<file path="src/rtl/prio_encoder_arb_if.sv">
// Request/grant bundle for the priority-encoder arbiter.
// The slave side is the arbiter; the master side drives requests and acks.
interface prio_encoder_arb_if #(
  parameter int unsigned N = 8,
  parameter int unsigned W = 3
);
  logic         en_in_n;
  logic [N-1:0] v_n;
  logic         rr_mode;
  logic         ack;
  logic [W-1:0] y;
  logic         valid;
  logic         gs;
  logic         en_out;

  modport slave (
    input  en_in_n, v_n, rr_mode, ack,
    output y, valid, gs, en_out
  );

  modport master (
    output en_in_n, v_n, rr_mode, ack,
    input  y, valid, gs, en_out
  );
endinterface

</file>
<file path="src/rtl/prio_encoder_arb.sv">
// Sticky-request priority encoder with a fixed / round-robin arbiter and a
// grant/ack handshake; y carries the active-low winner index while valid.
module prio_encoder_arb #(
  parameter int unsigned N = 8,
  parameter int unsigned W = 3
) (
  input  logic             clk,
  input  logic             reset,
  prio_encoder_arb_if.slave bus
);

  typedef enum logic {
    IDLE  = 1'b0,
    GRANT = 1'b1
  } state_t;

  state_t       state;
  logic [N-1:0] pending;
  logic [N-1:0] set_mask;
  logic [N-1:0] clr_mask;
  logic [W-1:0] ptr;
  logic [W-1:0] win_idx;
  logic [W-1:0] fixed_idx;
  logic [W-1:0] rr_idx;
  logic [W-1:0] rr_cand;
  logic [W-1:0] pick_idx;
  logic         any_pending;
  logic         ack_grant;

  assign any_pending = |pending;
  assign ack_grant   = (state == GRANT) && bus.ack;
  assign set_mask    = bus.en_in_n ? '0 : ~bus.v_n;

  // Only the acknowledged winner is retired; a same-cycle request re-sets it.
  always_comb begin
    clr_mask = '0;
    if (ack_grant) begin
      clr_mask[win_idx] = 1'b1;
    end
  end

  // Fixed priority: highest set index wins (later iterations overwrite).
  always_comb begin
    fixed_idx = '0;
    for (int i = 0; i < N; i++) begin
      if (pending[i]) begin
        fixed_idx = W'(i);
      end
    end
  end

  // Round-robin: search ptr-1 downward with wrap; the nearest candidate
  // is visited last so it overwrites farther ones. Offset N wraps to ptr.
  always_comb begin
    rr_idx  = '0;
    rr_cand = '0;
    for (int off = N; off >= 1; off--) begin
      rr_cand = W'(ptr - W'(off));
      if (pending[rr_cand]) begin
        rr_idx = rr_cand;
      end
    end
  end

  assign pick_idx = bus.rr_mode ? rr_idx : fixed_idx;

  assign bus.gs     = ~(~bus.en_in_n &  any_pending);
  assign bus.en_out = ~(~bus.en_in_n & ~any_pending);

  always_ff @(posedge clk) begin
    if (reset) begin
      state     <= IDLE;
      pending   <= '0;
      ptr       <= '0;
      win_idx   <= '0;
      bus.valid <= 1'b0;
      bus.y     <= '1;
    end else begin
      pending <= (pending & ~clr_mask) | set_mask;
      case (state)
        IDLE: begin
          if (!bus.en_in_n && any_pending) begin
            win_idx   <= pick_idx;
            bus.y     <= ~pick_idx;
            bus.valid <= 1'b1;
            state     <= GRANT;
          end
        end
        GRANT: begin
          if (bus.ack) begin
            ptr       <= win_idx;
            bus.valid <= 1'b0;
            bus.y     <= '1;
            state     <= IDLE;
          end
        end
      endcase
    end
  end

endmodule

</file>
<file path="src/flat_wrapper.sv">
// flat-port wrapper written by rule: the top's interface ports become plain ports
module prio_encoder_arb_flat 
#(
  parameter int unsigned N = 8,
  parameter int unsigned W = 3
)
  (clk, reset, bus_en_in_n, bus_v_n, bus_rr_mode, bus_ack, bus_y, bus_valid, bus_gs, bus_en_out);
  prio_encoder_arb_if #(.N(N), .W(W)) bus_i ();
  input  logic clk;
  input  logic reset;
  input wire logic [$bits(bus_i.en_in_n)-1:0] bus_en_in_n;
  input wire logic [$bits(bus_i.v_n)-1:0] bus_v_n;
  input wire logic [$bits(bus_i.rr_mode)-1:0] bus_rr_mode;
  input wire logic [$bits(bus_i.ack)-1:0] bus_ack;
  output wire logic [$bits(bus_i.y)-1:0] bus_y;
  output wire logic [$bits(bus_i.valid)-1:0] bus_valid;
  output wire logic [$bits(bus_i.gs)-1:0] bus_gs;
  output wire logic [$bits(bus_i.en_out)-1:0] bus_en_out;
  assign bus_i.en_in_n = bus_en_in_n;
  assign bus_i.v_n = bus_v_n;
  assign bus_i.rr_mode = bus_rr_mode;
  assign bus_i.ack = bus_ack;
  assign bus_y = bus_i.y;
  assign bus_valid = bus_i.valid;
  assign bus_gs = bus_i.gs;
  assign bus_en_out = bus_i.en_out;
  prio_encoder_arb #(.N(N), .W(W)) u_core (.clk(clk), .reset(reset), .bus(bus_i));
endmodule
</file>
<file path="config.mk">
export PLATFORM = sky130hd
export DESIGN_NAME = prio_encoder_arb_flat
export DESIGN_NICKNAME = d
export VERILOG_FILES = /design/src/rtl/prio_encoder_arb_if.sv /design/src/rtl/prio_encoder_arb.sv /design/src/flat_wrapper.sv
export SDC_FILE = /design/constraint.sdc
export NUM_CORES = 1
export LEC_CHECK = 0
export BUFFER_PORTS_ARGS = -buffer_cell sky130_fd_sc_hd__buf_2
export CAP_MARGIN = 10
export CELL_PAD_IN_SITES_DETAIL_PLACEMENT = 0
export CELL_PAD_IN_SITES_GLOBAL_PLACEMENT = 1
export CORE_MARGIN = 4
export CORE_UTILIZATION = 30
export CTS_BUF_LIST = sky130_fd_sc_hd__clkbuf_8
export CTS_CLUSTER_DIAMETER = 100
export DETAILED_ROUTE_END_ITERATION = 6
export GPL_ROUTABILITY_DRIVEN = 0
export HOLD_SLACK_MARGIN = 0.02
export PLACE_DENSITY = 0.57
export SLEW_MARGIN = 40
export SYNTH_ARGS = -nofsm -noshare
export SYNTH_HDL_FRONTEND = slang
export SYNTH_SLANG_ARGS = --single-unit
</file>
<file path="constraint.sdc">
create_clock -name clk -period 2.6 [get_ports clk]
set_input_delay 0.26 -clock clk [delete_from_list [all_inputs] [get_ports clk]]
set_output_delay 0.26 -clock clk [all_outputs]
set_load 0.01 [all_outputs]
</file>
==> results.yml <==
timing:
  setup_violations: 0
  period_share_pct: 98.7
  finalHoldViolCount: 0
  rsz0062_at_grt: "yes"
  period_minus_slack_ps: 2570
  totalNegativeSetupSlack_ps: 0
  slew_viol_final: 0
  max_slew_margin_pct: 69.8
  tightestPinTransition_ps: 452
  clock_skew_ps: 4.03
  fmax_ghz: 0.390
yosys:
  netlist_area_sq_um: 1690
  muxShareOfSynthArea_pct: 24.7
  syn-num-nets: 218
  avgSynthCellArea_sq_um: 8.35
  synth-simple-area-share_pct: 21.8
  synthTopCellsByCount: "27 x nor2_1, 19 x a21oi_1, 19 x dfxtp_1, 19 x nand2_1, 12 x o21ai_0"
  ys_ff_latch: 19
  synthDistinctLibCells: 46
  synth_edf_count: 0
  synth_xor_area_share_pct: 1.55
  synth_fa_ha_area_share_pct: 1.48
  yosysTopAreaCell: "dfxtp_1"
  synth_compound_area_share_pct: 21.2
  synth.most_common_cell: "nor2_1"
  synth_warnings: 0
  seq_area_frac_synth_pct: 22.5
  synth.area.top_cells: "dfxtp_1 22%, mux4_2 13%, nor2_1 6.0%, a21oi_1 5.6%, mux2_2 4.7%"
  netlist_instances: 203
  synth_top_family_by_area: "multiplexers"
  yosysTopAreaCellShare_pct: 22.5
  ys.flop_type: "dfxtp_1"
  ys_async_sr_fraction_pct: 0
route:
  drtIter0Drc: 73
  wirelength_um: 4690
  viasPerCell: 5.30
  wire_per_inst_um: 15.7
  drt-pass1-iter-count: 4
  drc: 0
  detail-route-antenna-nets: 0
  vias: 1580
setup_path:
  worstPathRequired_ps: 2730
  r2r_start: "u_core.ptr[0]$_SDFFE_PP0P_"
  critical_path_class: "flop to flop"
  r2r_setup_slack_ps: 30
  worstSetupStartpoint: "u_core.ptr[0]$_SDFFE_PP0P_"
  cp-start-kind: "flop"
  endpoint_kind: "flop"
  r2r_end: "u_core.bus.y[1]$_SDFFE_PP1P_"
  worst_ep_arrival_time_ps: 2690
  reg2reg_depth: 9
  cp_max_fo: 7
run_status:
  status: "complete, no violations"
final_layout:
  drive_above_1_share_pct: 32.3
  n_fill_cell: 584
  antenna_cells: 0
  nNetsFinal: 242
  area_growth_pct: 19.4
  fin_cells: 298
place:
  port-buffer-count: 18
  dp_hpwl_um: 3500
  placed_cells: 289
min_path:
  hp-class: "input port to flop"
  hold_end: "u_core.pending[3]$_SDFF_PP0_"
  whs_path_depth: 3
  holdCritStartpoint: "bus_v_n[3]"
global_route:
  grt_antenna_before_repair: 0
  grt-ovfl-total: 0
  gr-usage-all-layers_pct: 13.5
  grt_max_degree: 18
  grt_pass1_vias: 1544
  grt_pass1_wl_um: 7650
cts:
  cts_tree: "yes"
  cts_max_level: 1
  cts.sinks: 19
  clk_pin_slew_ps: 70
  root_buffer: "clkbuf_8"
  cts_buffers: 3
  clkLatencyLatePin_ps: 260
  clockBufferDepth: 2
floorplan:
  fp.dieW_um: 83.1
  die_area_sq_um: 6910
  io_pins: 19
  rows: 27
  initial_core_util_pct: 30.8
  fp.coreArea_sq_um: 5510
  die_h_um: 83.1
power_and_ir_drop:
  fin_total_pwr_mw: 0.829
  ir_drop_mv: 0.347
  power_leakage_nw: 0.754
  pwr_density_cell_nw_per_um2: 410
flow_run:
  cap_violations: 0
-- cells in the final DEF, fill, tap and decap left out, drive strengths merged, types with 4 or more instances in the layout --
cell	n
nand3	8
a21oi	19
or2	4
inv	8
a211oi	5
o21ai	13
mux2i	6
nor2	27
mux2	7
nand2b	6
mux4	11
nand2	19
buf	33
dfxtp	19
-- worst max-delay path by stage --
stage / end / cells past startpoint
after global routing: u_core.bus.y[1]$_SDFFE_PP1P_ / 9
final: u_core.bus.y[1]$_SDFFE_PP1P_ / 9
after global placement: u_core.win_idx[0]$_SDFFE_PP0P_ / 10
after CTS: u_core.bus.y[0]$_SDFFE_PP1P_ / 9
after detailed placement: u_core.bus.y[0]$_SDFFE_PP1P_ / 9
after floorplan: u_core.bus.y[0]$_SDFFE_PP1P_ / 11
-- report_power, final --
| part | switching, mW | leakage [nW] | total [mW] | internal (mW) |
|---|---|---|---|---|
| logic | 0.135 | 0.570 | 0.267 | 0.132 |
| clock network | 0.101 | 0.0269 | 0.206 | 0.105 |
| registers | 0.0418 | 0.157 | 0.356 | 0.314 |
-- worst max-delay path, stage by stage, from the launching register on --
cell	delay (ps)
dfxtp_4	380
clkinvlp_4	100
ha_4	330
mux4_2	570
a21oi_2	160
and3_4	200
o21ai_2	50
a211o_1	270
a211oi_2	270
o311ai_1	110
-- metal layers --
layer / track usage [%] / part of all wire [%]
met5: 0 / 0
met1: 16.9 / 44
met2: 23.0 / 50
met4: 5.05 / 1.7
met3: 2.38 / 4.0
-- logic make-up after synthesis --
logic type	Yosys count
AND/OR/NAND/NOR	78
XOR/XNOR	3
adder cells (fa/ha/maj)	2
flip-flops	19
buffers and inverters	22
AO/OA/AOI/OAI	55
multiplexers	24
-- flip-flops by register name, indices dropped and copies added, names as in the netlist --
signal            flops
u_core.pending        8
u_core.bus.y          3
u_core.ptr            3
u_core.win_idx        3
u_core.bus.valid      1
u_core.state          1
-- per-stage QoR --
step	instance area [sq um]	utilization [%]	hold slack (ps)	setup WS, ps
5_1_grt	2020	36.7	257	-64.1
3_3_place_gp	1910	34.7	449	-3.40
4_1_cts	1980	35.9	247	5.56
6_report	2020	36.7	249	34.7
2_1_floorplan	1740	-	329	-86.4
3_5_place_dp	1910	34.7	454	-16.2
-- cell type report --
type	count	area [sq um]	share of cell area [%]
Multi-Input combinational cell	162	1250	61.8
Timing Repair Buffer	33	219	10.8
Tap cell	72	90.1	4.45
Sequential cell	19	384	19.0
Clock buffer	3	41.3	2.04
Inverter	8	33.8	1.67
Clock inverter	1	3.75	0.186
-- what timing repair did --
item                       4_1_cts  5_1_grt
hold buffers                     0        0
resized for setup                0        9
setup endpoints to repair        1        6
pin swaps                        1        3
buffers inserted                 3        2
No activity file was read; power rests on OpenSTA's default activity.
